<file path="config.mk">
export PLATFORM = sky130hd
export DESIGN_NAME = serial_in_buffer
export DESIGN_NICKNAME = d
export VERILOG_FILES = /design/src/rtl/serial_rx_pkg.sv /design/src/rtl/rx_fifo.sv /design/src/rtl/serial_in_buffer.sv
export SDC_FILE = /design/constraint.sdc
export NUM_CORES = 1
export LEC_CHECK = 0
export CORE_MARGIN = 3
export CORE_UTILIZATION = 62
export DETAILED_ROUTE_END_ITERATION = 16
export PLACE_DENSITY = 0.81
export SYNTH_ARGS = -nofsm -noshare
export SYNTH_HDL_FRONTEND = slang
export SYNTH_SLANG_ARGS = --single-unit
export TNS_END_PERCENT = 1
</file>
<file path="constraint.sdc">
create_clock -name clk -period 4.3 [get_ports clk]
set_clock_uncertainty 0.15 [all_clocks]
set_input_delay 0.86 -clock clk [delete_from_list [all_inputs] [get_ports clk]]
set_output_delay 0.86 -clock clk [all_outputs]
set_load 0.02 [all_outputs]
</file>
<file path="src/rtl/serial_rx_pkg.sv">
// Shared types and constants for the serial receive path.
// Imported by the frame assembler and its output queue.
package serial_rx_pkg;

    localparam int DATA_BITS      = 8;
    localparam int DEF_FRAME_BITS = 10;

    typedef struct packed {
        logic                 err;
        logic [DATA_BITS-1:0] data;
    } rx_entry_t;

endpackage

</file>
<file path="src/rtl/rx_fifo.sv">
// Circular-buffer FIFO with extra-wide pointers so full and empty stay distinct on wrap.
// A push into a full FIFO is accepted only when a pop happens in the same cycle.
module rx_fifo
    import serial_rx_pkg::*;
#(
    parameter int  DEPTH   = 4,
    parameter type entry_t = rx_entry_t,
    localparam int AW      = $clog2(DEPTH)
) (
    input  logic         clk,
    input  logic         rst,
    input  logic         push,
    input  entry_t       push_data,
    input  logic         pop,
    output entry_t       pop_data,
    output logic         full,
    output logic         empty,
    output logic [AW:0]  count
);

    entry_t        mem [DEPTH];
    logic   [AW:0] wr_ptr;
    logic   [AW:0] rd_ptr;
    logic          do_push;
    logic          do_pop;

    assign empty = (wr_ptr == rd_ptr);
    assign full  = (wr_ptr[AW] != rd_ptr[AW]) && (wr_ptr[AW-1:0] == rd_ptr[AW-1:0]);
    assign count = wr_ptr - rd_ptr;

    assign do_pop  = pop && !empty;
    assign do_push = push && (!full || do_pop);

    assign pop_data = mem[rd_ptr[AW-1:0]];

    always_ff @(posedge clk) begin
        if (rst) begin
            wr_ptr <= '0;
            rd_ptr <= '0;
        end else begin
            if (do_push) wr_ptr <= wr_ptr + (AW+1)'(1);
            if (do_pop)  rd_ptr <= rd_ptr + (AW+1)'(1);
        end
    end

    // NOTE: storage has no reset; empty gating at the consumer hides stale contents.
    always_ff @(posedge clk) begin
        if (do_push) mem[wr_ptr[AW-1:0]] <= push_data;
    end

endmodule

</file>
<file path="src/rtl/serial_in_buffer.sv">
// Receive data stage: synchronizes the serial line, assembles frames on controller strobes,
// checks framing on end-of-character and queues {err, data} for a valid/ready consumer.
module serial_in_buffer
    import serial_rx_pkg::*;
#(
    parameter int  FRAME_BITS = DEF_FRAME_BITS,
    parameter int  FIFO_DEPTH = 4,
    localparam int CNT_W      = $clog2(FIFO_DEPTH) + 1
) (
    input  logic                 clk,
    input  logic                 rst,
    input  logic                 ser_data_in,
    input  logic                 sr_clk,
    input  logic                 char_received,
    output logic [DATA_BITS-1:0] rx_data,
    output logic                 rx_err,
    output logic                 rx_valid,
    input  logic                 rx_ready,
    output logic [CNT_W-1:0]     rx_count,
    output logic                 overflow,
    input  logic                 overflow_clr
);

    localparam int               BIT_W     = $clog2(FRAME_BITS + 1);
    localparam logic [BIT_W-1:0] FRAME_CNT = BIT_W'(FRAME_BITS);

    logic                  ser_meta;
    logic                  ser_s;
    logic                  sr_clk_q;
    logic                  cr_q;
    logic                  sr_rise;
    logic                  cr_rise;

    logic [FRAME_BITS-1:0] shift_reg;
    logic [BIT_W-1:0]      bit_cnt;
    logic                  long_frame;
    logic [FRAME_BITS-1:0] shift_nxt;
    logic [BIT_W-1:0]      cnt_nxt;
    logic                  long_nxt;

    rx_entry_t             push_entry;
    rx_entry_t             head;
    logic                  fifo_full;
    logic                  fifo_empty;
    logic                  pop;

    // Line idles high, so the synchronizer resets to 1 to avoid a false start bit.
    always_ff @(posedge clk) begin
        if (rst) begin
            ser_meta <= 1'b1;
            ser_s    <= 1'b1;
            sr_clk_q <= 1'b0;
            cr_q     <= 1'b0;
        end else begin
            ser_meta <= ser_data_in;
            ser_s    <= ser_meta;
            sr_clk_q <= sr_clk;
            cr_q     <= char_received;
        end
    end

    assign sr_rise = sr_clk && !sr_clk_q;
    assign cr_rise = char_received && !cr_q;

    // Frame state after this cycle's sample, so a coincident close sees the final sample.
    // NOTE: every always_comb output gets a default first, which rules out inferred latches.
    always_comb begin
        shift_nxt = shift_reg;
        cnt_nxt   = bit_cnt;
        long_nxt  = long_frame;
        if (sr_rise) begin
            if (bit_cnt < FRAME_CNT) begin
                for (int i = 0; i < FRAME_BITS; i++) begin
                    if (BIT_W'(i) == bit_cnt) shift_nxt[i] = ser_s;
                end
                cnt_nxt = bit_cnt + BIT_W'(1);
            end else begin
                long_nxt = 1'b1;
            end
        end
    end

    always_comb begin
        push_entry.data = shift_nxt[DATA_BITS:1];
        push_entry.err  = (cnt_nxt != FRAME_CNT) || long_nxt
                        || shift_nxt[0] || !shift_nxt[FRAME_BITS-1];
    end

    // NOTE: sequential state uses non-blocking assignments so every flop samples pre-edge values.
    always_ff @(posedge clk) begin
        if (rst || cr_rise) begin
            shift_reg  <= '0;
            bit_cnt    <= '0;
            long_frame <= 1'b0;
        end else begin
            shift_reg  <= shift_nxt;
            bit_cnt    <= cnt_nxt;
            long_frame <= long_nxt;
        end
    end

    assign pop = rx_ready && !fifo_empty;

    // A drop wins over a same-cycle clear so the loss is never hidden.
    always_ff @(posedge clk) begin
        if (rst) begin
            overflow <= 1'b0;
        end else if (cr_rise && fifo_full && !pop) begin
            overflow <= 1'b1;
        end else if (overflow_clr) begin
            overflow <= 1'b0;
        end
    end

    rx_fifo #(
        .DEPTH   (FIFO_DEPTH),
        .entry_t (rx_entry_t)
    ) u_fifo (
        .clk       (clk),
        .rst       (rst),
        .push      (cr_rise),
        .push_data (push_entry),
        .pop       (pop),
        .pop_data  (head),
        .full      (fifo_full),
        .empty     (fifo_empty),
        .count     (rx_count)
    );

    assign rx_valid = !fifo_empty;
    assign rx_data  = fifo_empty ? '0   : head.data;
    assign rx_err   = fifo_empty ? 1'b0 : head.err;

endmodule

</file>
==> Yosys cells after proc, flatten, opt, wreduce, memory -nomap -nowiden <==
Memories as Yosys holds them, arrays and structs flattened. A register that Yosys moved wholly into a read port is not among the register bits.
Index checks and enable logic that the tools add are counted.
Widths: inputs -> output; s select.
{ "classes": {"n_mux": 24, "n_addsub": 4, "n_lt_le_gt_ge": 1, "reduce_logical": 21, "eq_ne": 13} }
{ "op_table": {"columns": ["cell", "count"], "rows": [
  ["$mux 10", 2],
  ["$mux 1", 17],
  ["$eq 3x4->1 const A", 4],
  ["$eq 2x4->1 const A", 2],
  ["$eq 4x4->1 const A", 2],
  ["$logic_and 1x1->1", 8],
  ["$mux 4", 2],
  ["$mux 8", 1],
  ["$add 3x1->3 const B", 2],
  ["$logic_not 1->1", 6],
  ["$logic_or 1x1->1", 5],
  ["$add 4x1->4 const B", 1],
  ["$eq 1x4->1 const A", 1],
  ["$logic_not 4->1", 1],
  ["$lt 4x4->1 const B", 1],
  ["$mux 2", 2],
  ["$ne 4x4->1 const B", 1],
  ["$eq 3x3->1", 1],
  ["$sub 3x3->3", 1],
  ["$eq 2x2->1", 1],
  ["$reduce_bool 2->1", 1],
  ["$ne 1x1->1", 1]
]} }
{ "totals": {"in_bits": 7, "output_inout_bits": 14, "ram_bits": 36, "mem_count": 1, "wordCells": 74, "reg_bits": 26} }
{ "memory_table": {"columns": ["name", "depth", "width", "rd", "rd_ports_with_merged_regs", "write_ports", "line", "rtl"], "rows": [
  ["u_fifo.mem", 4, 9, 1, 1, 1, "rx_fifo.sv:21", "entry_t mem [DEPTH];"]
]} }

==> Longest topological paths before layout <==
{ "depth": {"ltp_word": 8, "mapped_depth": 6, "mapped_depth_nobuf": 6} }

==> Hierarchy <==
Synthesis repeated with hierarchy kept, for this count alone.
{ "unflattened": {"cells_unflattened": 215, "hier_area_um2": 2904.0} }
{ "modules_own_cells": {"columns": ["mod", "cells_per_inst", "seq_area_each_um2", "area_each_um2", "n_inst"], "rows": [
  ["rx_fifo", 102, 1241.2, 1813.0, 1],
  ["serial_in_buffer", 113, 400.4, 1091.0, 1]
]} }

==> Worst setup path before layout <==
No wires, ideal clock.
{ "synth_path": {"path_type": "register -> output", "from": "reg u_fifo.wr_ptr[0]", "to": "out rx_count[2]", "n_path_buf": 0, "arrival_ns": 1.411, "required_time_ns": 3.290, "stages_incl_launch_ff": 5, "setup_slack_ns": 1.879, "cell_sequence": "dfxtp_1 inv_1 ha_1 fa_1 xnor2_1"} }
{ "synth_between": {"elab_chain_len": 1} }
{ "synth_rtl": {"columns": ["element", "line", "rtl"], "rows": [
  ["start: declaration", "rx_fifo.sv:22", "logic [AW:0] wr_ptr;"],
  ["start signal: assignment", "rx_fifo.sv:41", "if (do_push) wr_ptr <= wr_ptr + (AW+1)'(1);"],
  ["$sub 3x3->3", "rx_fifo.sv:29", "assign count = wr_ptr - rd_ptr;"],
  ["end: declaration", "serial_in_buffer.sv:19", "output logic [CNT_W-1:0] rx_count,"]
]} }
Every way passes these cells.

==> Worst setup path after layout <==
{ "layout_path": {"from": "reg u_fifo.wr_ptr[0]", "to": "out rx_data[7]"} }
{ "layout_between": {"elab_chain_len": 2} }
{ "layout_rtl": {"columns": ["element", "line", "rtl"], "rows": [
  ["$eq 3x3->1", "rx_fifo.sv:27", "assign empty = (wr_ptr == rd_ptr);"],
  ["$mux 8", "serial_in_buffer.sv:131", "assign rx_data = fifo_empty ? '0 : head.data;"],
  ["end: declaration", "serial_in_buffer.sv:15", "output logic [DATA_BITS-1:0] rx_data,"]
]} }
Every way passes these cells.

==> results.md <==
* First-pass GRT wire length at 7.40 mm
* Status: finished, final reports clean
* Mapped Area at 0.00278 mm²
* CTS H-tree lvls at 3
* Initial antenna violation count at 0
* Setup TNS at 0 ns
* Clk slew on worst S/H paths at 0.06 ns
* CTS Root Cell: clkbuf_8
* Synth Area in Adders at 5.67%
* Detailed placement HPWL at 3.22 mm
* Final number of hold-violating endpoints at 0
* DRC at 0
* MaxCap Viol Count at 0
* Post-synth EDFFs at 36
* Synth Flop Type: edfxtp_1
* CTS Buf Count at 9
* Post-Synth XOR/XNOR Area at 2.21%
* Fraction of layout cells with a size suffix above 1 at 19.2%
* Multiplexer area fraction after synthesis at 12.6%
* PD cells at 447 mW/mm²
* Yosys top cell by area: edfxtp_1
* Count leader, synth: edfxtp_1
* Worst Tran Pin Value at 0.676 ns
* YS warnings at 0
* Synth Area per Inst at 13.6 µm²
* Leak pwr at 1.15 nW
* Drt first pass iters at 7
* Placed Instances at 268
* Critical path class: reg -> out
* Syn Nets at 224
* Synth-to-Final Area Change at 14.7%
* Critical-path maximum fanout at 10
* CTS tree: yes
* Worst Path Required at 3.29 ns
* Worst slew margin relative to its limit at 54.7%
* CTS resizes at 0
* Worst R2R Start: u_fifo.wr_ptr[0]
* Max Slew Vio Count at 0
* Top cells by count, synth: 36 x edfxtp_1, 28 x dfxtp_1, 22 x nor2b_1, 16 x nor2_1, 12 x nand2_1
* Worst Hold Class: reg -> reg
* Number of global-route vias before repair at 1570
* Top cells by area, synth: edfxtp_1 39%, dfxtp_1 20%, mux4_2 7.3%
* GRT Residual Overflow at 0
* Register area at 0.00164 mm²
* Post-synthesis compound-gate area fraction at 3.56%
* Max FFs per register at 36
* Hold path start: ser_meta
* Clk buf depth at 2
* # fillers at 247
* RSZ-0062 raised after global routing: no
* Startpoint Class: register
* ANT cells at 0
* Post-synthesis sequential area ratio at 59.0%
* Fmax at 0.286 GHz
* Gate Count Post-Synth at 205
* Detailed Route WL at 4.54 mm
* Via count at 1597
* IO buf count at 20
* Async SR Flop Fraction at 0%
* Fin crit period at 3.49 ns
* Final Cycle Share at 81.2%
* Layout Cells excl Fill at 284
* Initial Util at 66.6%
* Setup bufs post-CTS at 0
* Post-synthesis register bit count at 64
* Die area at 0.00532 mm²
* Largest net degree at the start of global routing at 16
* DR iter-0 viols at 138
* Core Footprint at 0.00417 mm²
* Clk_lat worst skew at 0.33 ns
* Synth unique cells at 36
* Fin nets at 248
* Gpl congestion at 0.886
* IO Pins at 21
* Die span in y at 73.0 µm
* CP startpoint: u_fifo.wr_ptr[0]
* Area of the multi-input gates at 0.00108 mm²
* CTS Sinks at 64
* FP Rows at 23
* Worst vdd ir at 0.274 mV
* Largest family of logic cells by synthesized area: simple AND/OR/NAND/NOR gates
* Synth top area share at 38.9%
* DR vias/cell at 5.62
* Die width at 73.0 µm
* Final setup violating endpoints at 0
* Worst Path Arrival at 2.48 ns
* Post-DR wirelength/cell at 16.0 µm
* Post-Synth Simple-Gate Area at 14.8%
* Crit. End Element: output port
* Gr usage total at 18.9%
* Hold bufs inserted after CTS at 0
* Final antenna-violating net count at 0
-- metal layers --
layer  global-route usage [%]  vias to the layer above  share of wire, %
li1                         -                      776                 -
met1                     23.9                      778                45
met2                     31.6                       34                50
met3                     4.13                        9               3.2
met4                     7.99                        0               1.6
met5                        0                        -                 0
-- placed cells by master (no fill, tap or decap), types with 2 or more instances in the layout --
| master | count |
|---|---|
| clkbuf_8 | 9 |
| mux2i_1 | 3 |
| nand4_1 | 4 |
| clkbuf_1 | 2 |
| clkdlybuf4s50_1 | 20 |
| nor2_1 | 16 |
| a21oi_1 | 4 |
| dfxtp_1 | 28 |
| xor2_1 | 3 |
| ha_1 | 11 |
| nand2_1 | 12 |
| mux2_4 | 4 |
| nand3_1 | 3 |
| nor2b_1 | 22 |
| or2_2 | 3 |
| and2_2 | 3 |
| mux4_2 | 9 |
| clkinv_2 | 3 |
| o21ai_0 | 4 |
| o211ai_1 | 2 |
| edfxtp_1 | 36 |
| mux2_2 | 5 |
| xnor2_1 | 4 |
| inv_1 | 8 |
-- final cells by class --
| cell class | count | area share (%) |
|---|---|---|
| Sequential cell | 64 | 51.5 |
| Multi-Input combinational cell | 126 | 33.8 |
| Timing Repair Buffer | 20 | 6.28 |
| Clock buffer | 12 | 4.91 |
| Tap cell | 50 | 1.96 |
| Inverter | 8 | 0.942 |
| Clock inverter | 4 | 0.589 |
-- power breakdown --
part | internal [mW] | switching [mW]
Sequential | 0.666 | 0.0290
Combinational | 0.141 | 0.139
Clock | 0.240 | 0.210
Total | 1.05 | 0.378
-- through the flow --
stage          power (mW)  hold WS, ns  area [µm²]  util (%)  setup WS, ns
2_1_floorplan       0.879        0.239        2780         -          1.88
6_report             1.42        0.263        3190      76.4         0.808
3_3_place_gp        0.979        0.246        3010      72.2          1.24
5_1_grt              1.49        0.277        3190      76.4         0.609
4_1_cts              1.44        0.268        3190      76.4         0.751
3_5_place_dp        0.992        0.248        3010      72.2          1.11
-- worst max-delay path: stages (launching register included) --
cell and delay, ns:
dfxtp_1 0.40, inv_1 0.11, ha_1 0.32, nand2_1 0.12
nor2_1 0.54, nor2b_1 0.10, clkdlybuf4s50_1 0.57
-- worst paths after layout --
kind / endpoint / slack [ns] / cells past startpoint
min reg2reg: ser_s / 0.26 / 1
min: ser_s / 0.26 / 1
max: rx_data[7] / 0.81 / 6
max reg2reg: u_fifo.mem[1][0] / 2.27 / 5
-- cells by family (layout without fill, tap and decap cells) --
family | after synthesis | after routing
and+or+nand+nor | 71 | 71
DFF | 64 | 64
muxes | 21 | 21
AOI/OAI and AO/OA | 15 | 15
buffers and inverters | 15 | 44
adders and majority gates | 12 | 12
xor gates and xnor gates | 7 | 7
(Power assumes the default switching activity.)
